**config.mk**
```make
export PLATFORM = sky130hd
export DESIGN_NAME = sort3_16bit_seq
export DESIGN_NICKNAME = d
export VERILOG_FILES = /design/src/rtl/sort3_pkg.sv /design/src/rtl/sort3_16bit_seq_cmp_swap.sv /design/src/rtl/sort3_16bit_seq.sv
export SDC_FILE = /design/constraint.sdc
export NUM_CORES = 1
export LEC_CHECK = 0
export ABC_AREA = 0
export BUFFER_PORTS_ARGS = -buffer_cell sky130_fd_sc_hd__buf_2
export CORE_MARGIN = 8
export CORE_UTILIZATION = 55
export CTS_CLUSTER_SIZE = 14
export DETAILED_ROUTE_END_ITERATION = 8
export PLACE_DENSITY = 0.79
export RECOVER_POWER = 25
export SYNTH_ARGS = -nofsm -noshare
export SYNTH_HDL_FRONTEND = slang
export SYNTH_SLANG_ARGS = --single-unit
```
**constraint.sdc**
```tcl
create_clock -name clk -period 5.1 [get_ports clk]
set_input_delay 0.51 -clock clk [delete_from_list [all_inputs] [get_ports clk]]
set_output_delay 0.51 -clock clk [all_outputs]
set_load 0.02 [all_outputs]
```
**src/rtl/sort3_pkg.sv**
```systemverilog
// rtl/sort3_pkg.sv - shared state enum and index codes for the three-operand sorter
package sort3_pkg;

    typedef enum logic [2:0] {
        IDLE  = 3'd0,
        SORT1 = 3'd1,
        SORT2 = 3'd2,
        SORT3 = 3'd3,
        DONE  = 3'd4
    } state_t;

    localparam logic [1:0] IDX_A    = 2'b00;
    localparam logic [1:0] IDX_B    = 2'b01;
    localparam logic [1:0] IDX_C    = 2'b10;
    localparam logic [1:0] CODE_TIE = 2'b11;

endpackage

```
**src/rtl/sort3_16bit_seq_cmp_swap.sv**
```systemverilog
// rtl/sort3_16bit_seq_cmp_swap.sv - combinational compare-swap of two value/index pairs
module cmp_swap #(
    parameter int WIDTH = 16
) (
    input  logic [WIDTH-1:0] x_val,
    input  logic [1:0]       x_idx,
    input  logic [WIDTH-1:0] y_val,
    input  logic [1:0]       y_idx,
    output logic [WIDTH-1:0] first_val,
    output logic [1:0]       first_idx,
    output logic [WIDTH-1:0] second_val,
    output logic [1:0]       second_idx
);

    logic swap;

    // Strict compare keeps the original order on ties
    assign swap       = (x_val < y_val);
    assign first_val  = swap ? y_val : x_val;
    assign first_idx  = swap ? y_idx : x_idx;
    assign second_val = swap ? x_val : y_val;
    assign second_idx = swap ? x_idx : y_idx;

endmodule

```
**src/rtl/sort3_16bit_seq.sv**
```systemverilog
// rtl/sort3_16bit_seq.sv - sequential three-operand descending sorter with tie codes
module sort3_16bit_seq
    import sort3_pkg::*;
#(
    parameter int WIDTH = 16
) (
    input  logic             clk,
    input  logic             rst_n,
    input  logic             in_valid,
    output logic             in_ready,
    input  logic [WIDTH-1:0] a,
    input  logic [WIDTH-1:0] b,
    input  logic [WIDTH-1:0] c,
    output logic             out_valid,
    input  logic             out_ready,
    output logic [WIDTH-1:0] max_val,
    output logic [WIDTH-1:0] mid_val,
    output logic [WIDTH-1:0] min_val,
    output logic [1:0]       max_idx,
    output logic [1:0]       mid_idx,
    output logic [1:0]       min_idx,
    output logic [1:0]       largest,
    output logic [1:0]       smallest,
    output logic             all_equal
);

    state_t state, state_next;

    logic [WIDTH-1:0] s0_val, s1_val, s2_val;
    logic [1:0]       s0_idx, s1_idx, s2_idx;

    logic [WIDTH-1:0] x_val, y_val, f_val, g_val;
    logic [1:0]       x_idx, y_idx, f_idx, g_idx;

    // The single compare-swap sees (s1,s2) in SORT2 and (s0,s1) otherwise
    always_comb begin
        x_val = s0_val;
        x_idx = s0_idx;
        y_val = s1_val;
        y_idx = s1_idx;
        if (state == SORT2) begin
            x_val = s1_val;
            x_idx = s1_idx;
            y_val = s2_val;
            y_idx = s2_idx;
        end
    end

    cmp_swap #(.WIDTH(WIDTH)) u_cmp_swap (
        .x_val      (x_val),
        .x_idx      (x_idx),
        .y_val      (y_val),
        .y_idx      (y_idx),
        .first_val  (f_val),
        .first_idx  (f_idx),
        .second_val (g_val),
        .second_idx (g_idx)
    );

    always_comb begin
        state_next = state;
        case (state)
            IDLE:    if (in_valid && in_ready) state_next = SORT1;
            SORT1:   state_next = SORT2;
            SORT2:   state_next = SORT3;
            SORT3:   state_next = DONE;
            DONE:    if (out_valid && out_ready) state_next = IDLE;
            default: state_next = IDLE;
        endcase
    end

    always_ff @(posedge clk or negedge rst_n) begin
        if (!rst_n) begin
            state     <= IDLE;
            in_ready  <= 1'b0;
            out_valid <= 1'b0;
        end else begin
            state     <= state_next;
            in_ready  <= (state_next == IDLE);
            out_valid <= (state_next == DONE);
        end
    end

    always_ff @(posedge clk or negedge rst_n) begin
        if (!rst_n) begin
            s0_val    <= '0;
            s1_val    <= '0;
            s2_val    <= '0;
            s0_idx    <= '0;
            s1_idx    <= '0;
            s2_idx    <= '0;
            max_val   <= '0;
            mid_val   <= '0;
            min_val   <= '0;
            max_idx   <= '0;
            mid_idx   <= '0;
            min_idx   <= '0;
            largest   <= '0;
            smallest  <= '0;
            all_equal <= 1'b0;
        end else begin
            case (state)
                IDLE: if (in_valid && in_ready) begin
                    s0_val <= a;
                    s0_idx <= IDX_A;
                    s1_val <= b;
                    s1_idx <= IDX_B;
                    s2_val <= c;
                    s2_idx <= IDX_C;
                end
                SORT1: begin
                    s0_val <= f_val;
                    s0_idx <= f_idx;
                    s1_val <= g_val;
                    s1_idx <= g_idx;
                end
                SORT2: begin
                    s1_val <= f_val;
                    s1_idx <= f_idx;
                    s2_val <= g_val;
                    s2_idx <= g_idx;
                end
                SORT3: begin
                    // Final swap result goes straight into the output registers
                    s0_val    <= f_val;
                    s0_idx    <= f_idx;
                    s1_val    <= g_val;
                    s1_idx    <= g_idx;
                    max_val   <= f_val;
                    max_idx   <= f_idx;
                    mid_val   <= g_val;
                    mid_idx   <= g_idx;
                    min_val   <= s2_val;
                    min_idx   <= s2_idx;
                    largest   <= (f_val == g_val) ? CODE_TIE : f_idx;
                    smallest  <= (g_val == s2_val) ? CODE_TIE : s2_idx;
                    all_equal <= (f_val == s2_val);
                end
                default: ;
            endcase
        end
    end

endmodule
```
Word level (Yosys, flattened, before mapping) --
Index checks and enable logic that the tools add are counted.
Operators by class: $lt $le $gt $ge 1, eq/ne operators 9, mux-type cells 25, reduce and logical (&&, ||, !) cells 11
Operators with widths (number):
- 16-bit 2-to-1 mux | 7
- 16-bit case mux with 2 select lines | 2
- 16-bit == test | 3
- 16-bit case mux with 3 select lines | 1
- 2-bit 2-to-1 mux | 9
- 16-bit < comparator | 1
- 3-bit case mux with 5 select lines | 1
- 2-bit case mux with 2 select lines | 2
- 3-bit by 2-bit == test with 1-bit output (second input constant) | 2
- 3-bit == test (second input constant) | 2
- 3-bit zero test | 2
- 3-bit 2-to-1 mux | 2
- 2-bit case mux with 3 select lines | 1
- 2-bit AND reduction | 3
- 2-bit nonzero test | 2
- 3-bit by 1-bit == test with 1-bit output (second input constant) | 1
- 3-bit nonzero test | 1
- 1-bit logical AND | 2
- 2-bit != test (second input constant) | 1
- 2-bit OR reduction | 1
Storage, ports and cells: register bits 118, input bits 52, output and inout bits 61, logic and storage cells 64

Depth between registers and ports, before layout --
word-level depth 6, mapped depth 21, mapped depth without buffers 15

Hierarchy --
A second synthesis with hierarchy kept.
Second synthesis, totals: cell total of the unflattened synthesis 716, area total of the unflattened synthesis 7004.2 um2
By module, submodules not included:
- sort3_16bit_seq | instances 1, cells each 625, area an instance 6020.8 um2, seq. area each 2952.8 um2
- cmp_swap | instances 1, cells each 91, area an instance 983.4 um2, seq. area each 0.0 um2

Worst setup path before layout --
OpenSTA, ideal clock, no wires.
path kind register to register, start register state[0], end register s1_idx[0], setup time 0.121 ns, data arrival time 4.066 ns, required time 4.979 ns, path slack 0.913 ns, stages on the path, launching flop included 21, path buffers 6, clock period less this slack 4.187 ns, path through dfrtp_1 > clkbuf_2 > nor3b_1 > buf_2 > buf_1 > clkbuf_1 > nand2_1 > nand2_1 > ha_1 > o21ai_0 > a21oi_1 > a221oi_1 > o21ai_2 > nor2_2 > buf_6 > buf_2 > nor2_1 > a22o_1 > a21oi_1 > a22oi_1 > o22a_1
On the way: longest elaborated chain between the ends 5, elaborated cells between the ends (all ways) 16, classes of those cells order compare (1); eq/ne (4); mux (7); reduce/logical (4)
Ends and longest elaborated chain:
- from (decl) | line sort3_16bit_seq.sv:27 | state_t state, state_next;
- from (signal assigned) | line sort3_16bit_seq.sv:78 | state <= state_next;
- 3-bit by 2-bit == test with 1-bit output | line sort3_16bit_seq.sv:41, sort3_16bit_seq.sv:102
- 16-bit 2-to-1 mux | line sort3_16bit_seq.sv:41 | if (state == SORT2) begin
- 16-bit < comparator | line sort3_16bit_seq_cmp_swap.sv:18 | assign swap = (x_val < y_val);
- 2-bit 2-to-1 mux, on equally long branches | line sort3_16bit_seq_cmp_swap.sv:22, sort3_16bit_seq_cmp_swap.sv:20
- 2-bit case mux with 3 select lines | line sort3_16bit_seq.sv:102 | case (state)
- to (signal assigned) | line sort3_16bit_seq.sv:115 | s1_idx <= g_idx;
- to (signal assigned) | line sort3_16bit_seq.sv:119 | s1_idx <= f_idx;
- to (signal assigned) | line sort3_16bit_seq.sv:128 | s1_idx <= g_idx;
- to (decl) | line sort3_16bit_seq.sv:30 | logic [1:0] s0_idx, s1_idx, s2_idx;
Parallel ways exist; a longest one is shown, timed or not. A chain may end at the register's enable or synchronous reset.

Worst setup path after layout --
start register state[2], end register all_equal
On the way: longest elaborated chain between the ends 5, elaborated cells between the ends (all ways) 7, classes of those cells order compare (1); eq/ne (3); mux (3)
Ends and longest elaborated chain:
- 3-bit by 2-bit == test with 1-bit output | line sort3_16bit_seq.sv:41
- 16-bit 2-to-1 mux | line sort3_16bit_seq.sv:41
- 16-bit < comparator | line sort3_16bit_seq_cmp_swap.sv:18
- 16-bit 2-to-1 mux | line sort3_16bit_seq_cmp_swap.sv:19 | assign first_val = swap ? y_val : x_val;
- 16-bit == test | line sort3_16bit_seq.sv:137 | all_equal <= (f_val == s2_val);
- to (signal assigned) | line sort3_16bit_seq.sv:137
- to (decl) | line sort3_16bit_seq.sv:24 | output logic all_equal
Parallel ways exist; a longest one is shown, timed or not.

==> results by group <==
Outcome
  – Status: finished with violations
  – Violated checks: capacitance limit, slew limit

Worst setup path
  – Critical Path End Type: flip-flop
  – CP arrival: 5.21 ns
  – Critical path type: flip-flop to flip-flop
  – CP Launch Type: flip-flop
  – CP max FO: 23
  – WP data required: 5.45 ns

Clocking
  – Hold-fix buffers at CTS: 0
  – Clock tree sinks: 118
  – H-tree Lvls: 4
  – PostCTS Resize Cnt: 0
  – Setup bufs post-CTS: 0
  – CTS max path bufs: 2
  – Clock transition at path regs: 0.06 ns
  – Total clock buffers created by CTS: 17
  – CTS tree: built
  – CTS root buf: clkbuf_16
  – Clk Latency, worst-skew pair: 0.42 ns

Global routing
  – Antenna violations before repair: 0
  – Largest net degree at the start of global routing: 102
  – Total track usage: 27.4%
  – Vias in the first global route: 6036
  – Global-route wire length before repair: 32100 um
  – Congestion Overflow GR: 0

Yosys
  – Count leader, synth: dfrtp_1
  – Seq/Total Area, Yosys: 45.9%
  – Yosys warns: 0
  – Post-synthesis cell type count: 56
  – Post-synth top flop: dfrtp_1
  – Synthesized net count: 756
  – Cell taking the most area after synthesis: dfrtp_1
  – Most frequent cells after synthesis: 118 x dfrtp_1, 117 x o21ai_0, 110 x nand2_1, 35 x clkbuf_1, 34 x a22oi_1
  – Seq cells post-synth: 118
  – Async SR Flop Fraction: 100%
  – Post-synth EDFFs: 0
  – Syn Inst Count: 690
  – Syn avg cell area: 9.33 sq um
  – Post-synth top area share: 45.9%
  – Synth area leaders: dfrtp_1 46%, o21ai_0 9.1%, nand2_1 6.4%
  – Netlist Area Pre-Place: 6440 sq um

Floorplanning
  – Starting Density: 56.4%
  – Die area: 15400 sq um
  – Rows: 39
  – Die width: 124 um
  – Top-Level Pins: 113
  – Die Ht: 124 um
  – Core ar.: 11400 sq um

Placement
  – Post-DP HPWL: 14200 um
  – I/O Buffers: 112
  – Dpl ws: 0.233 ns
  – Placer Congestion: 0.923
  – Area after DPL: 7160 sq um
  – Placed cell count: 915

Final layout
  – P&R area growth vs syn: 20.9%
  – Design Area, Final: 7790 sq um
  – Non-filler cells, final: 946
  – Layout cell share with drive strength beyond 1: 24.8%
  – # nets final: 857
  – Antenna diode count: 0

Timing
  – RSZ-0062 raised after global routing: yes
  – Setup TNS: 0 ns
  – Tightest Pin Transition: 3.88 ns
  – Part of the cycle the worst path needs: 95.4%
  – Final setup violation count: 0
  – Setup ws final: 0.237 ns
  – Max_slew headroom: -159%
  – Clock Skew: 0.00984 ns
  – Slew Viols, Final: 75
  – Final min period: 4.86 ns
  – Final hold violation count: 0
  – Fmax: 206 MHz

Route
  – DRC viols: 0
  – DRT Wirelength: 20200 um
  – WL per Instance: 21.3 um
  – WL met3: 1990 um
  – Vias/cell: 6.27
  – DRT iter0 DRCs: 539
  – M1 WL: 8830 um
  – Met2 Wirelength: 8940 um
  – Routed vias: 5935
  – Final ANT Viol Nets: 0
  – Pre-antenna DRT Iters: 5
  – Highest Signal Layer: met4

Worst hold path
  – Hold WC Path Type: input port to flip-flop

Flow run
  – Maxcap violations: 1
[critical path, stage by stage, from the launching register on]
cell and delay [ns]:
dfrtp_1 0.47, or3b_2 0.73, buf_4 0.31, nand2_1 0.11, nand2_1 0.09, ha_1 0.40, or4b_1 0.47, nand4_2 0.18
nand4_2 0.14, nand2_2 0.43, mux2i_2 0.46, xor2_1 0.22, nand4_1 0.11, nor4_1 0.42, a32o_1 0.24
[worst paths after layout]
kind | slack [ns] | start | depth (start not counted) | to
max reg2reg | 0.24 | state[2] | 14 | all_equal
min reg2reg | 0.47 | mid_val[1] | 2 | mid_val[1]
max | 0.24 | state[2] | 14 | all_equal
max in group asynchronous | 1.46 | rst_n | 1 | s1_val[12]
min in group asynchronous | 1.42 | rst_n | 1 | mid_val[2]
min | 0.33 | c[7] | 3 | s2_val[7]
[per-layer routing]
metal,vias to the layer above,global-route usage (%)
met4,0,9.67
met2,314,40.7
met3,28,9.25
met5,-,0
li1,2728,-
met1,2865,36.7
[cells by family after synthesis]
logic type,count (synthesis),synth area share (%)
AOI/OAI and AO/OA,248,23.8
and+or+nand+nor,182,13.2
DFF,118,45.9
buffers and inverters,62,4.33
muxes,35,5.85
xor gates and xnor gates,31,4.22
adders and majority gates,14,2.72
[sequential cells by signal, indices dropped and copies added (netlist names), 3 cells and up]
name / count
max_val: 16
mid_val: 16
min_val: 16
s0_val: 16
s1_val: 16
s2_val: 16
state: 3
[stage by stage]
step	utilization, %	hold WS, ns
after floorplan	-	0.214
after global placement	62.7	0.458
after detailed placement	62.7	0.466
after CTS	68.1	0.244
after global routing	68.2	0.338
final	68.2	0.333
[cells in the final DEF, fill, tap and decap left out, types with 3 or more instances in the layout]
master	n
dfrtp_1	118
o21ai_0	116
buf_2	111
nand2_1	109
a22oi_1	34
xnor2_1	24
buf_4	24
o221ai_1	19
mux2_2	18
a21oi_1	17
o21a_1	17
clkbuf_16	17
mux2i_1	15
nand3_1	14
ha_1	14
o21ai_1	12
nor2_1	10
nor2b_1	8
xor2_1	7
inv_1	6
nor3_1	6
o211ai_1	6
nor4_1	6
nand4_1	5
o22a_1	5
a21o_1	4
or4_1	4
o22ai_1	4
clkbuf_1	4
bufinv_16	4
a211oi_1	3
or2_2	3
clkinv_2	3
[cell type report]
type                            count  area, sq um
Timing Repair Buffer              138          779
Multi-Input combinational cell    510         3240
Inverter                            6         22.5
Clock inverter                      9          150
Fill cell                         913         3630
Clock buffer                       22          464
Tap cell                          143          179
Sequential cell                   118         2950
Power is left out: the tool's default activity adds up to more than one toggle a clock period on the data nets, which glitch-free logic cannot reach.
